### src/rtl/interp_sweep_drv.sv
// Drives an external fixed-latency interpolator across an x sweep and collects
// its results, with credit-based issue so the result FIFO can never overflow.
module interp_sweep_drv #(
   parameter int XW      = 8,
   parameter int WW      = 12,
   parameter int YW      = 12,
   parameter int DUT_LAT = 3,
   parameter int DEPTH   = 8
) (
   input  logic          clk,
   input  logic          rst,
   input  logic          cfg_we,
   input  logic [2:0]    cfg_addr,
   input  logic [WW-1:0] cfg_wdata,
   input  logic          start,
   input  logic [XW-1:0] x_start,
   input  logic [XW-1:0] x_step,
   input  logic [XW:0]   x_count,
   output logic          busy,
   output logic          done,
   output logic          o_en,
   output logic [XW-1:0] o_x,
   output logic [WW-1:0] o_weight0,
   output logic [WW-1:0] o_weight1,
   output logic [WW-1:0] o_weight2,
   output logic [WW-1:0] o_weight3,
   output logic [WW-1:0] o_weight4,
   output logic [WW-1:0] o_weight5,
   output logic [WW-1:0] o_weight6,
   output logic [WW-1:0] o_weight7,
   input  logic [YW-1:0] i_y,
   output logic          m_valid,
   input  logic          m_ready,
   output logic [XW-1:0] m_x,
   output logic [YW-1:0] m_y,
   output logic          m_last
);

   localparam int AW = $clog2(DEPTH);
   localparam int CW = AW + 1;

   typedef enum logic [1:0] {IDLE, ISSUE, DRAIN, DONE} state_t;

   state_t        state, state_nxt;
   logic [WW-1:0] wtab [8];
   logic [XW-1:0] cur_x, step_x, hold_x;
   logic [XW:0]   remain;
   logic [CW-1:0] inflight, occ;
   logic [CW:0]   load;
   logic          credit, issue, push, pop;

   logic [DUT_LAT-1:0] dl_v, dl_l;
   logic [XW-1:0]      dl_x [DUT_LAT];

   logic [XW-1:0] f_x [DEPTH];
   logic [YW-1:0] f_y [DEPTH];
   logic          f_l [DEPTH];
   logic [AW-1:0] rd_ptr, wr_ptr;

   assign o_weight0 = wtab[0];
   assign o_weight1 = wtab[1];
   assign o_weight2 = wtab[2];
   assign o_weight3 = wtab[3];
   assign o_weight4 = wtab[4];
   assign o_weight5 = wtab[5];
   assign o_weight6 = wtab[6];
   assign o_weight7 = wtab[7];

   // Credit covers samples still inside the interpolator as well as queued ones.
   assign load    = {1'b0, inflight} + {1'b0, occ};
   assign credit  = load < (CW+1)'(DEPTH);
   assign push    = dl_v[DUT_LAT-1];
   assign m_valid = (occ != '0);
   assign pop     = m_valid && m_ready;

   assign busy = (state == ISSUE) || (state == DRAIN);
   assign done = (state == DONE);
   assign o_en = issue;
   assign o_x  = issue ? cur_x : hold_x;

   assign m_x    = m_valid ? f_x[rd_ptr] : '0;
   assign m_y    = m_valid ? f_y[rd_ptr] : '0;
   assign m_last = m_valid && f_l[rd_ptr];

   always_comb begin
      state_nxt = state;
      issue     = 1'b0;
      case (state)
         IDLE: begin
            if (start) state_nxt = (x_count != '0) ? ISSUE : DONE;
         end
         ISSUE: begin
            if (credit) begin
               issue = 1'b1;
               if (remain == (XW+1)'(1)) state_nxt = DRAIN;
            end
         end
         DRAIN: begin
            // Leave as the final entry pops so done follows the last pop directly.
            if (inflight == '0 && (occ == '0 || (occ == CW'(1) && pop)))
               state_nxt = DONE;
         end
         DONE:    state_nxt = IDLE;
         default: state_nxt = IDLE;
      endcase
   end

   always_ff @(posedge clk) begin
      if (rst) begin
         state    <= IDLE;
         cur_x    <= '0;
         step_x   <= '0;
         hold_x   <= '0;
         remain   <= '0;
         inflight <= '0;
         occ      <= '0;
         rd_ptr   <= '0;
         wr_ptr   <= '0;
         dl_v     <= '0;
         dl_l     <= '0;
         for (int i = 0; i < 8; i++) wtab[i] <= '0;
         for (int k = 0; k < DUT_LAT; k++) dl_x[k] <= '0;
      end else begin
         state <= state_nxt;
         if (state == IDLE && cfg_we) wtab[cfg_addr] <= cfg_wdata;
         if (state == IDLE && start && x_count != '0) begin
            cur_x  <= x_start;
            step_x <= x_step;
            remain <= x_count;
         end
         if (issue) begin
            hold_x <= cur_x;
            cur_x  <= cur_x + step_x;
            remain <= remain - (XW+1)'(1);
         end
         for (int k = DUT_LAT-1; k > 0; k--) begin
            dl_v[k] <= dl_v[k-1];
            dl_l[k] <= dl_l[k-1];
            dl_x[k] <= dl_x[k-1];
         end
         dl_v[0]  <= issue;
         dl_l[0]  <= issue && (remain == (XW+1)'(1));
         dl_x[0]  <= o_x;
         inflight <= inflight + CW'(issue) - CW'(push);
         occ      <= occ + CW'(push) - CW'(pop);
         if (push) wr_ptr <= wr_ptr + AW'(1);
         if (pop)  rd_ptr <= rd_ptr + AW'(1);
      end
   end

   always_ff @(posedge clk) begin
      if (push) begin
         f_x[wr_ptr] <= dl_x[DUT_LAT-1];
         f_y[wr_ptr] <= i_y;
         f_l[wr_ptr] <= dl_l[DUT_LAT-1];
      end
   end

endmodule

### config.mk
export PLATFORM = sky130hd
export DESIGN_NAME = interp_sweep_drv
export DESIGN_NICKNAME = d
export VERILOG_FILES = /design/src/rtl/interp_sweep_drv.sv
export SDC_FILE = /design/constraint.sdc
export NUM_CORES = 1
export LEC_CHECK = 0
export CELL_PAD_IN_SITES_DETAIL_PLACEMENT = 0
export CELL_PAD_IN_SITES_GLOBAL_PLACEMENT = 1
export CORE_ASPECT_RATIO = 0.75
export CORE_MARGIN = 2
export CORE_UTILIZATION = 46
export DETAILED_ROUTE_END_ITERATION = 16
export PLACE_DENSITY_LB_ADDON = 0.1
export SYNTH_ARGS = -nofsm -noshare
export SYNTH_HDL_FRONTEND = slang
export SYNTH_SLANG_ARGS = --single-unit
export TNS_END_PERCENT = 30
### constraint.sdc
create_clock -name clk -period 3.6 [get_ports clk]
set_input_delay 0.72 -clock clk [delete_from_list [all_inputs] [get_ports clk]]
set_output_delay 0.72 -clock clk [all_outputs]
set_load 0.01 [all_outputs]
==> impl_results.md <==
- Max stage delay on crit path: 0.54 ns
- WL final: 29.45 mm
- RSZ-0062 raised after global routing: false
- Sequential-to-total area share from yosys stat: 70.09%
- Number of synthesized flops with an enable pin: 264
- Sw Ratio: 27.64%
- Post-route ant nets: 0
- CP Buf/Inv Count: 2
- Horiz. Die Dim: 201.3 um
- Lkg Pwr: 6.033 nW
- Switching power: 0.002925 W
- Synth Instances: 870
- Fin nets: 1161
- Largest net degree at the start of global routing: 61
- CP startpoint kind: flop
- Share of layout cells above drive strength 1: 11.87%
- Top FF cell, synth: edfxtp_1
- I/O Buffers: 185
- CP top delay family: buffers and inverters
- Remaining DRCs: 0
- # diodes: 0
- Post-synth top area cell: edfxtp_1
- Grt total ovfl: 0
- Comb pwr share: 25.0%
- Vias in the first global route: 7753
- Cell mode on critical path: nand2_1
- Nature of the critical path endpoint: output pin
- Top-count cell post-synth: edfxtp_1
- IO Pins: 186
- Power share of the sequential group: 44.1%
- Slowest CP cell: clkdlybuf4s50_1
- Area contributors post-synth: edfxtp_1, dfxtp_1, mux4_2
- Worst skew pair latency: 0.51 ns
- Cell variety after synth: 49
- Slew Limit Fails: 0
- CP Data Arrival Time: 2.73 ns
- Top cell type's share of synthesized area: 59.05%
- Num CTS Buffers: 34
- Fin crit share: 95.86%
- Overall Global Routing Usage: 19.51%
- Post-synth ARST share: 0%
- H-tree Lvls: 2
- Int Power: 0.007658 W
- CTS tree: done
- CP Max Fanout: 13
- Max-cap viol count: 0
- Die area: 0.03058 mm^2
- Clock power frac: 30.9%
- Slew headroom: 43.66%
- Root buf cell: clkbuf_16
- Post-route minimum period: 3.451 ns
- VDD IR max: 0.3244 mV
- Finished Cell Area: 0.01688 mm^2
- First-pass GRT wire length: 45.90 mm
- Hold WC Path Type: reg -> reg
- CP Cell Sequence: ha_1 -> a31o_1 -> a2111oi_4 -> nand2_4 -> clkinv_2 -> nand2_1 -> nand2_1 -> clkdlybuf4s50_1
- Detailed Place HPWL: 18.77 mm
- Power Density: 627.1 mW/mm^2
- Deepest clock path buffer count: 3
- DR iter-0 viols: 556
- Avg Vias per Cell: 5.106
- Placed cell area: 0.01584 mm^2
- Max Fclk: 289.8 MHz
- Vias after detailed routing: 7592
- Setup tns final: 0 ns
- Clock sinks: 338
- Final Power: 0.01058 W
- Most frequent cells after synthesis: edfxtp_1, and2_1, dfxtp_1, nor2_1, mux4_2
- CORE AREA: 0.02892 mm^2
- Clock slew at reported path FFs: 0.06 ns
- Yosys reg bits: 338
- Routed length per instance: 19.80 um
- Endpoints failing setup: 0
- Initial Utilization: 46.42%
- Worst-Margin Slew: 0.8431 ns
- GP Congestion: 0.8062
- Initial antenna violation count: 0
- Clk_skew: 0.02006 ns
- Cell area after synthesis: 0.01342 mm^2
- Status: complete, no violations
- Ys Warns: 0
- CTS Hold Bufs: 0
- Avg Cell Area, Syn: 15.43 um^2
- Die Ht: 151.9 um
- Std cell rows: 54
- DR pass1 iterations: 5
- Crit path kind: reg -> out
- Syn Nets: 959
- Area Overhead vs Synth: 25.72%
- Hold Vio Cnt, Final: 0
- Worst Path Required: 2.88 ns
## logic make-up (layout without fill, tap and decap cells)
logic type | count (synthesis) | after routing | share of synthesized area, %
flops | 338 | 338 | 70.09
compound gates | 67 | 67 | 3.402
mux | 78 | 78 | 9.740
simple gates | 275 | 275 | 10.79
fa+ha+maj | 32 | 32 | 3.150
buf+inv | 67 | 292 | 1.976
xor+xnor | 13 | 13 | 0.8482
## layout make-up
cell class	instances	area, um^2
clock buffer	47	960.9
inverter	27	102.6
tap	392	490.5
sequential	338	9414
multi-input combinational	465	3821
timing repair buffer	206	2029
clock inverter	12	57.56
fill	2371	12040
## power groups by stage
stage / Sequential [W] / Combinational, W / Clock (W)
after floorplan: 0.00470 / 0.00169 / 0
after global placement: 0.00475 / 0.00266 / 0
after detailed placement: 0.00475 / 0.00266 / 0
after CTS: 0.00467 / 0.00269 / 0.00336
after global routing: 0.00471 / 0.00293 / 0.00350
final: 0.00467 / 0.00264 / 0.00327
## worst paths after layout
path | start | to | slack, ns | cells after the start
min reg2reg | dl_l[1] | dl_l[2] | 0.43 | 1
max | inflight[1] | o_x[3] | 0.15 | 8
min | dl_l[1] | dl_l[2] | 0.43 | 1
max reg2reg | inflight[1] | inflight[2] | 0.90 | 11
## per-stage QoR
step / cells / setup slack [ns] / hold WS (ns) / util [%]
after global routing: 1487 / 0.001831 / 0.4570 / 58.36
after floorplan: 870 / 0.9945 / 0.4138 / -
final: 1487 / 0.1489 / 0.4327 / 58.36
after detailed placement: 1427 / 0.4259 / 0.4220 / 54.79
after global placement: 1427 / 0.4591 / 0.4223 / 54.79
after CTS: 1487 / 0.03552 / 0.4350 / 58.35
## repair_timing
item | 4_1_cts | 5_1_grt
resized for setup | 1 | 2
setup endpoints to repair | 9 | 7
hold endpoints to repair | 0 | 0
gates cloned | 0 | 0
setup buffers | 1 | 0
pin swaps | 1 | 0
## registers in the layout, summed over array words and instances, names as in the netlist, 4 cells and up, named ones only
signal,count
remain,9
f_x,64
occ,4
inflight,4
f_y,96
f_l,8
hold_x,7
cur_x,8
dl_x,17
step_x,8
wtab,96
## metal layers
metal | global-route usage (%) | wire [um] | vias to the layer above
li1 | - | - | 3597
met1 | 28.05 | 13730 | 3765
met2 | 29.43 | 13180 | 188
met3 | 5.534 | 1958 | 42
met4 | 5.112 | 584 | 0
met5 | 0 | 0 | -
## layout by cell type (no fill, tap or decap), types with 6 or more instances in the layout
cell	synthesis	routed
nand2b_1	9	9
nor2_4	0	6
clkdlybuf4s50_1	0	184
nor2_1	72	66
and2_1	106	106
o21ai_1	5	9
mux4_2	42	42
a21oi_1	12	12
nor2b_1	26	26
inv_1	26	26
xor2_1	6	6
dfxtp_1	74	70
buf_4	1	19
a211oi_1	9	9
clkinv_2	1	7
xnor2_1	7	7
nor3_1	9	7
clkbuf_16	0	35
edfxtp_1	264	264
o21ai_0	15	11
ha_1	29	29
clkbuf_1	31	8
mux2i_1	35	35
nand2_1	35	35
(Power assumes the default switching activity.)
